## config.mk

```make
export PLATFORM = sky130hd
export DESIGN_NAME = divider_32by16
export DESIGN_NICKNAME = d
export VERILOG_FILES = /design/src/rtl/div_pkg.sv /design/src/rtl/div_step.sv /design/src/rtl/divider_32by16.sv
export SDC_FILE = /design/constraint.sdc
export NUM_CORES = 1
export LEC_CHECK = 0
export ABC_CLOCK_PERIOD_IN_PS = 7700
export BUFFER_PORTS_ARGS = -buffer_cell sky130_fd_sc_hd__buf_2
export CORE_MARGIN = 3
export CORE_UTILIZATION = 63
export DETAILED_ROUTE_END_ITERATION = 12
export MAX_ROUTING_LAYER = met4
export PLACE_DENSITY = 0.88
export SYNTH_ARGS = -nofsm -noshare
export SYNTH_HDL_FRONTEND = slang
export SYNTH_SLANG_ARGS = --single-unit
```

## constraint.sdc

```tcl
create_clock -name CLK -period 7.7 [get_ports CLK]
set_clock_uncertainty 0.15 [all_clocks]
set_input_delay 0.385 -clock CLK [delete_from_list [all_inputs] [get_ports CLK]]
set_output_delay 0.385 -clock CLK [all_outputs]
set_load 0.05 [all_outputs]
```

## src/rtl/div_pkg.sv

```systemverilog
// div_pkg: shared state encoding, default width and latency constants for divider_32by16.
package div_pkg;
  localparam int DIV_WIDTH = 16;
  localparam int DIV_LAT = DIV_WIDTH + 2;
  localparam int DIV_OVF_LAT = 2;
  typedef enum logic [2:0] {IDLE, CHECK, DIVIDE, FIX, DONE} state_t;
endpackage

```

## src/rtl/div_step.sv

```systemverilog
// div_step: one combinational restoring-division step on an unsigned partial remainder.
module div_step #(
  parameter int WIDTH = 16
) (
  input  logic [WIDTH-1:0] i_p,
  input  logic             i_bit,
  input  logic [WIDTH-1:0] i_dv,
  output logic [WIDTH-1:0] o_p,
  output logic             o_q
);
  logic [WIDTH:0] w_sh;
  assign w_sh = {i_p, i_bit};
  assign o_q = w_sh >= {1'b0, i_dv};
  assign o_p = o_q ? WIDTH'(w_sh - {1'b0, i_dv}) : w_sh[WIDTH-1:0];
endmodule

```

## src/rtl/divider_32by16.sv

```systemverilog
// divider_32by16: sequential restoring divider, 2W/W bits, St/Done handshake.
// DIV_SIGNED_EN selects signed two's-complement operands; otherwise operands are unsigned.
module divider_32by16
  import div_pkg::*;
#(
  parameter int WIDTH = DIV_WIDTH
) (
  input  logic               CLK,
  input  logic               RST,
  input  logic               St,
  input  logic [2*WIDTH-1:0] Dividend,
  input  logic [WIDTH-1:0]   Divisor,
  output logic               Done,
  output logic [WIDTH-1:0]   Quotient,
  output logic [WIDTH-1:0]   Remainder,
  output logic               Ovf
);
  localparam int CW = $clog2(WIDTH);
  state_t             r_state;
  logic [2*WIDTH-1:0] r_dd;
  logic [WIDTH-1:0]   r_dv, r_q, r_p;
  logic [CW-1:0]      r_cnt;
  logic [2*WIDTH-1:0] w_mag_dd;
  logic [WIDTH-1:0]   w_mag_dv, w_fix_q, w_fix_r, w_p;
  logic               w_fix_ovf, w_bad, w_qb;
`ifdef DIV_SIGNED_EN
  localparam logic [WIDTH-1:0] QMIN = {1'b1, {(WIDTH-1){1'b0}}};
  logic             r_neg_q, r_neg_r;
  logic [WIDTH-1:0] w_qlim;
  assign w_mag_dd = Dividend[2*WIDTH-1] ? -Dividend : Dividend;
  assign w_mag_dv = Divisor[WIDTH-1] ? -Divisor : Divisor;
  // Negative results may reach 2^(W-1) in magnitude, positive ones one less.
  assign w_qlim = QMIN - WIDTH'(!r_neg_q);
  assign w_fix_ovf = r_q > w_qlim;
  assign w_fix_q = w_fix_ovf ? '0 : (r_neg_q ? -r_q : r_q);
  assign w_fix_r = w_fix_ovf ? '0 : (r_neg_r ? -r_p : r_p);
`else
  assign w_mag_dd = Dividend;
  assign w_mag_dv = Divisor;
  assign w_fix_ovf = 1'b0;
  assign w_fix_q = r_q;
  assign w_fix_r = r_p;
`endif
  assign w_bad = (r_dv == '0) || (r_dd[2*WIDTH-1:WIDTH] >= r_dv);
  div_step #(.WIDTH(WIDTH)) u_step (
    .i_p  (r_p),
    .i_bit(r_dd[WIDTH-1]),
    .i_dv (r_dv),
    .o_p  (w_p),
    .o_q  (w_qb)
  );
  // Early overflow still passes through FIX so it lands in DONE two edges after capture.
  always_ff @(posedge CLK or posedge RST) begin
    if (RST) begin
      r_state <= IDLE;
      r_dd <= '0;
      r_dv <= '0;
      r_q <= '0;
      r_p <= '0;
      r_cnt <= '0;
      Done <= 1'b0;
      Quotient <= '0;
      Remainder <= '0;
      Ovf <= 1'b0;
`ifdef DIV_SIGNED_EN
      r_neg_q <= 1'b0;
      r_neg_r <= 1'b0;
`endif
    end else begin
      case (r_state)
        IDLE: if (St) begin
          r_dd <= w_mag_dd;
          r_dv <= w_mag_dv;
          r_q <= '0;
          r_cnt <= '0;
          Quotient <= '0;
          Remainder <= '0;
          Ovf <= 1'b0;
`ifdef DIV_SIGNED_EN
          r_neg_q <= Dividend[2*WIDTH-1] ^ Divisor[WIDTH-1];
          r_neg_r <= Dividend[2*WIDTH-1];
`endif
          r_state <= CHECK;
        end
        CHECK: begin
          r_p <= r_dd[2*WIDTH-1:WIDTH];
          Ovf <= w_bad;
          r_state <= w_bad ? FIX : DIVIDE;
        end
        DIVIDE: begin
          r_p <= w_p;
          r_q <= {r_q[WIDTH-2:0], w_qb};
          r_dd <= {r_dd[2*WIDTH-2:0], 1'b0};
          r_cnt <= r_cnt + 1'b1;
          if (r_cnt == CW'(WIDTH - 1)) r_state <= FIX;
        end
        FIX: begin
          if (!Ovf) begin
            Quotient <= w_fix_q;
            Remainder <= w_fix_r;
            Ovf <= w_fix_ovf;
          end
          Done <= 1'b1;
          r_state <= DONE;
        end
        DONE: if (!St) begin
          Done <= 1'b0;
          r_state <= IDLE;
        end
        default: r_state <= IDLE;
      endcase
    end
  end
endmodule

```

==> results of run 1 <==
## critical path, delay by kind of cell (launching register included)
family / cells / cell delay, ps
AOI/OAI and AO/OA: 4 / 990
adders and majority gates: 1 / 480
buffers and inverters: 2 / 430
DFF: 1 / 350
and+or+nand+nor: 2 / 370
## layout make-up
type | count | area (sq um) | area share [%]
multi-input cells | 508 | 3160 | 40.2
flip-flops and latches | 121 | 3030 | 38.6
repair buffers | 121 | 781 | 9.96
clock buffers | 17 | 414 | 5.28
clock inverters | 15 | 209 | 2.66
well taps | 133 | 166 | 2.12
inverters | 23 | 88.8 | 1.13
## report_power, final
group / switching (mW) / total [mW] / internal [mW]
sequential: 0.238 / 1.13 / 0.896
combinational: 1.37 / 2.15 / 0.782
clock: 0.340 / 0.848 / 0.508
total: 1.94 / 4.13 / 2.19
## logic make-up (layout without fill, tap and decap cells)
family / Yosys count / after routing
AOI/OAI and AO/OA: 188 / 188
xor gates and xnor gates: 12 / 12
adders and majority gates: 34 / 34
buffers and inverters: 66 / 176
DFF: 121 / 121
muxes: 41 / 41
and+or+nand+nor: 233 / 233
## worst max-delay path by stage
stage | endpoint | slack, ps | cells past startpoint
after global routing | Quotient[1] | 4610 | 5
final | r_p[13] | 4780 | 9
after floorplan | Done | 3950 | 1
after global placement | r_p[2] | 4970 | 9
after detailed placement | r_p[13] | 4860 | 9
after CTS | r_p[13] | 4850 | 9
## stage by stage
stage / setup WS, ps / hold slack (ps) / power [mW] / util [%]
detailed placement: 4860 / 316 / 3.17 / 69.8
global route: 4610 / 13.9 / 4.40 / 79.5
floorplan: 3950 / 299 / 2.71 / -
finish: 4780 / -5.92 / 4.13 / 79.5
CTS: 4850 / 1.34 / 4.08 / 79.5
global placement: 4970 / 306 / 3.09 / 69.8
## state kept, by name (all words and copies together), names as in the netlist
name       count
Done           1
Ovf            1
Quotient      16
Remainder     16
r_cnt          4
r_dd          32
r_dv          16
r_p           16
r_q           16
r_state        3
## routing by layer
layer	track usage, %	share of wire (%)	vias to the layer above
met5	-	0	-
met4	14.2	2.9	0
met2	52.9	50	276
met3	6.98	7.4	57
li1	-	-	2638
met1	42.3	40	2794
## placed cells by master (no fill, tap or decap), types with 12 or more instances in the layout
master,count
dlygate4sd3_1,33
ha_1,33
nand2_1,150
nor2_1,14
inv_1,22
a21oi_1,35
mux2i_1,40
nand2b_1,12
o21ai_0,95
clkbuf_16,16
dfrtp_1,121
buf_2,84
a22o_1,16
==> impl_metrics.csv, run 1 <==
group,metric,value,unit
layout,fillers,595,
clocking,clk_latency,550,ps
logic_synthesis,synth-xor-area-share,1.63,%
clocking,numClockSinks,121,
sta,worst_slew_pin_slew,1260,ps
drt,routedWlPerCell,19.0,um
layout,instances_no_fill,938,
worst_setup_path,setup.worst_path.class,"flip-flop to flip-flop",
worst_setup_path,crit_start,"r_dv[8]",
drt,viasPerCell,6.15,
worst_setup_path,rrSetupSlack,4780,ps
clocking,cts_setup_buffers,0,
global_routing,grt_max_degree,94,
logic_synthesis,ys_seq_area_share,47.0,%
layout,layout.nets,877,
worst_setup_path,end_kind,"flip-flop",
worst_setup_path,cp_common_cell,"a21oi_1",
logic_synthesis,yosys.area_share.simple,16.1,%
hold_path,worstHoldStart,"Dividend[25]",
hold_path,hp-class,"input pin to flip-flop",
placement,place_inst,873,
logic_synthesis,synth_cells,695,
sta,whs,-5.92,ps
layout,area_growth,21.8,%
clocking,clk_pin_slew,60,ps
die,io_pins,85,
logic_synthesis,synth_compound_area_share,17.9,%
global_routing,antenna_found_initial,0,
logic_synthesis,synth-adder-area-share,6.72,%
logic_synthesis,synth_seq_cells,121,
sta,period_needed,2920,ps
global_routing,grt_usage,33.5,%
logic_synthesis,syn_area_per_cell,9.26,sq um
power_and_ir_drop,power_density,527,mW/mm^2
layout,drive_above_1_share,16.3,%
worst_setup_path,r2r_start,"r_dv[8]",
hold_path,hold_depth,3,
logic_synthesis,synth.area.mux_share,6.39,%
clocking,cts-hold-fix-buffers,33,
die,die_w,107,um
layout,design_area,0.00784,sq mm
worst_setup_path,crit_fanout,18,
clocking,clockRootBuffer,"clkbuf_8",
worst_setup_path,slowest_delay,480,ps
clocking,clockBufferDepth,2,
logic_synthesis,synth-edff-count,0,
sta,setup_violations,0,
worst_setup_path,arrival,3180,ps
sta,hold_violations,1,
drt,vias,5765,
global_routing,grt_overflow_total,0,
clocking,cts-resized-gates,0,
sta,fmax,0.343,GHz
logic_synthesis,yosysMostFrequentCell,"nand2_1",
worst_setup_path,cp_slowest_cell,"ha_1",
status,violations,"negative hold slack",
logic_synthesis,yosys_most_used_dff,"dfrtp_1",
logic_synthesis,yosysTopAreaCellShare,47.0,%
run,maxCapViolations,0,
clocking,cts_buffers,17,
layout,n_antenna_cell,0,
placement,portBuffers,84,
drt,postRouteAntennaNets,0,
placement,gp_congestion,0.990,
placement,place_hpwl,10700,um
logic_synthesis,syn_nets,780,
logic_synthesis,synth_top_cells_by_count,"150 x nand2_1, 121 x dfrtp_1, 95 x o21ai_0",
worst_setup_path,critPathLaunchType,"flip-flop",
die,fp.dieArea,0.0115,sq mm
logic_synthesis,yosysUniqueCellTypes,51,
sta,maxSlewHeadroom,15.7,%
worst_setup_path,r2r_cells,9,
clocking,htreeDepth,4,
logic_synthesis,async_flop_share,100,%
worst_setup_path,path_cells,"inv_1, ha_1, nand2_1, o21ai_0, a21oi_1, o211ai_2, buf_4, and2_1, a21oi_1",
die,core,0.00986,sq mm
drt,totalWireLength,17800,um
sta,period_share,37.9,%
logic_synthesis,synth_area_leaders,"dfrtp_1 47%, nand2_1 8.7%, o21ai_0 7.4%, ha_1 6.4%, mux2i_1 6.2%",
logic_synthesis,synth.cell_area,0.00644,sq mm
die,die_h,107,um
clocking,cts_tree,"built",
logic_synthesis,synth_top_family_by_area,"compound AO/OA/AOI/OAI gates",
logic_synthesis,yosys.area.top_type,"dfrtp_1",
power_and_ir_drop,ir_worst_vdd,331,uV
power_and_ir_drop,p_leak,3.68,nW
die,rows,36,
placement,place_area,0.00689,sq mm
global_routing,first_global_vias,5831,
global_routing,grt_pass1_wl,29000,um
worst_setup_path,rr_endpoint,"r_p[13]",
sta,finalSetupTns,0,ps
drt,drc,0,
drt,drt-initial-drc-count,509,
worst_setup_path,required,7960,ps
status,outcome,"finished, violations left",
die,start_util,65.3,%
logic_synthesis,ys_warn_count,0,
hold_path,min_to,"r_dd[25]",
sta,finalMaxSlewViolations,0,
sta,grt_setup_unrepaired,"false",
drt,drt_pass1_iterations,5,
Power figures use the tool's default switching activity.
==> run 2: changes to the inputs <==
--- a/config.mk
+++ b/config.mk
@@ -5,13 +5,13 @@
 export SDC_FILE = /design/constraint.sdc
 export NUM_CORES = 1
 export LEC_CHECK = 0
-export ABC_CLOCK_PERIOD_IN_PS = 7700
+export ABC_CLOCK_PERIOD_IN_PS = 2530
 export BUFFER_PORTS_ARGS = -buffer_cell sky130_fd_sc_hd__buf_2
 export CORE_MARGIN = 3
-export CORE_UTILIZATION = 63
+export CORE_UTILIZATION = 53
 export DETAILED_ROUTE_END_ITERATION = 12
 export MAX_ROUTING_LAYER = met4
-export PLACE_DENSITY = 0.88
+export PLACE_DENSITY = 0.79
 export SYNTH_ARGS = -nofsm -noshare
 export SYNTH_HDL_FRONTEND = slang
 export SYNTH_SLANG_ARGS = --single-unit
==> constraint.sdc (replaced) <==
create_clock -name CLK -period 2.53 [get_ports CLK]
set_clock_uncertainty 0.15 [all_clocks]
set_input_delay 0.1265 -clock CLK [delete_from_list [all_inputs] [get_ports CLK]]
set_output_delay 0.1265 -clock CLK [all_outputs]
set_load 0.05 [all_outputs]
==> impl_metrics.csv, run 2 (synthesis results as in run 1) <==
group,metric,value,unit
status,outcome,"finished clean",
die,fp.dieArea,0.0135,sq mm
die,rows,39,
layout,layout.nets,922,
drt,totalWireLength,18300,um
power_and_ir_drop,p_leak,3.90,nW
worst_setup_path,slowest_delay,410,ps
global_routing,antenna_found_initial,0,
layout,final_common_cell,"nand2_1",
worst_setup_path,cp_num_buf_inv,2,
worst_setup_path,crit_start,"r_dv[1]",
worst_setup_path,path_cells,"inv_1, ha_1, and3_1, nand3_1, a311o_1, o211ai_2, buf_6, mux2i_1, a21oi_1",
worst_setup_path,end_kind,"flip-flop",
global_routing,first_global_vias,5781,
worst_setup_path,setup.worst_path.class,"flip-flop to flip-flop",
power_and_ir_drop,power_density,1590,mW/mm^2
die,die_w,116,um
die,core,0.0117,sq mm
sta,fmax,0.420,GHz
drt,drt-initial-drc-count,439,
layout,n_antenna_cell,0,
placement,gp_congestion,0.991,
sta,hold_violations,0,
worst_setup_path,r2r_start,"r_dv[1]",
worst_setup_path,cp_slowest_cell,"dfrtp_1",
clocking,htreeDepth,4,
worst_setup_path,required,2670,ps
placement,place_inst,907,
drt,postRouteAntennaNets,0,
run,maxCapViolations,0,
clocking,clockBufferDepth,2,
worst_setup_path,arrival,2520,ps
sta,period_share,94.1,%
global_routing,grt_usage,29.2,%
clocking,clk_latency,430,ps
drt,vias,5726,
clocking,cts_tree,"built",
sta,maxSlewHeadroom,49.7,%
placement,portBuffers,84,
hold_path,hp-class,"input pin to asynchronous set/reset pin",
layout,largest_reg_flops,32,
sta,setup_violations,0,
die,die_h,116,um
layout,largest_register,"r_dd",
layout,area_growth,30.2,%
layout,final_cell_mix,"150 x nand2_1, 121 x dfrtp_1, 93 x o21ai_0",
global_routing,grt_overflow_total,0,
worst_setup_path,critPathLaunchType,"flip-flop",
layout,instances_no_fill,992,
placement,place_area,0.00715,sq mm
global_routing,grt_max_degree,94,
placement,place_hpwl,11500,um
power_and_ir_drop,ir_worst_vdd,861,uV
clocking,clockRootBuffer,"clkbuf_16",
layout,design_area,0.00838,sq mm
global_routing,grt_pass1_wl,29500,um
sta,worst_slew_pin_slew,753,ps
sta,finalMaxSlewViolations,0,
clocking,numClockSinks,121,
worst_setup_path,crit_fanout,6,
die,start_util,55.2,%
drt,viasPerCell,5.77,
worst_setup_path,path_delay_family,"compound AO/OA/AOI/OAI gates",
clocking,clk_pin_slew,60,ps
die,io_pins,85,
drt,drc,0,
sta,whs,110,ps
drt,drt_pass1_iterations,5,
layout,drive_above_1_share,19.9,%
sta,period_needed,2380,ps
clocking,cts_buffers,17,
drt,routedWlPerCell,18.4,um
-- run 2: cell type report --
cell class,count,area [sq um]
clock buffer,19,453
tap,143,179
clock inverter,12,163
timing repair buffer,165,1220
fill,839,3280
multi-input combinational,509,3250
inverter,23,90.1
sequential,121,3030
-- run 2: what timing repair did --
action                                  CTS  global route
resized for setup                         2            16
buffers inserted                          0             3
endpoints found under the setup margin    6            37
gates cloned                              0             1
hold buffers                             50             0
hold endpoints to repair                172             0
pin swaps                                 0             3
-- run 2: worst register-to-register path, stage by stage, from the launching register on --
cell and delay [ps]:
dfrtp_1 410, inv_1 100, ha_1 310, and3_1 190, nand3_1 100, a311o_1 370
o211ai_2 140, buf_6 200, mux2i_1 190, a21oi_1 80
-- run 2: stage by stage --
| stage | setup WS (ps) | power [mW] | utilization (%) | TNS (ps) |
|---|---|---|---|---|
| floorplan | 202 | 8.26 | - | 0 |
| global placement | 95.8 | 10.0 | 61.3 | 0 |
| detailed placement | -38.1 | 10.2 | 61.3 | -149 |
| CTS | 26.7 | 12.9 | 70.9 | 0 |
| global route | -14.9 | 14.3 | 71.9 | -58.7 |
| finish | 149 | 13.3 | 71.9 | 0 |
-- run 2: power by group --
| group | leakage, nW | switching (mW) | total (mW) | internal (mW) |
|---|---|---|---|---|
| Sequential | 1.56 | 0.730 | 3.46 | 2.73 |
| Clock | 0.297 | 0.950 | 2.56 | 1.61 |
| Combinational | 2.04 | 4.32 | 7.30 | 2.98 |
-- run 2: final timing paths --
path,end,slack [ps],cells after the start
setup / recovery,r_p[5],150,9
hold / removal,Remainder[3],110,3
setup reg to reg,r_p[5],150,9
hold reg to reg,Quotient[1],320,2
max in group asynchronous,r_dd[1],1470,4
min in group CLK,r_dv[8],290,4
-- run 2: metal layers --
metal / vias to the layer above / part of all wire, % / global-route usage (%)
li1: 2736 / - / -
met2: 171 / 49 / 47.4
met4: 0 / 2.0 / 9.44
met1: 2787 / 44 / 37.2
met3: 32 / 4.7 / 5.65
met5: - / 0 / -
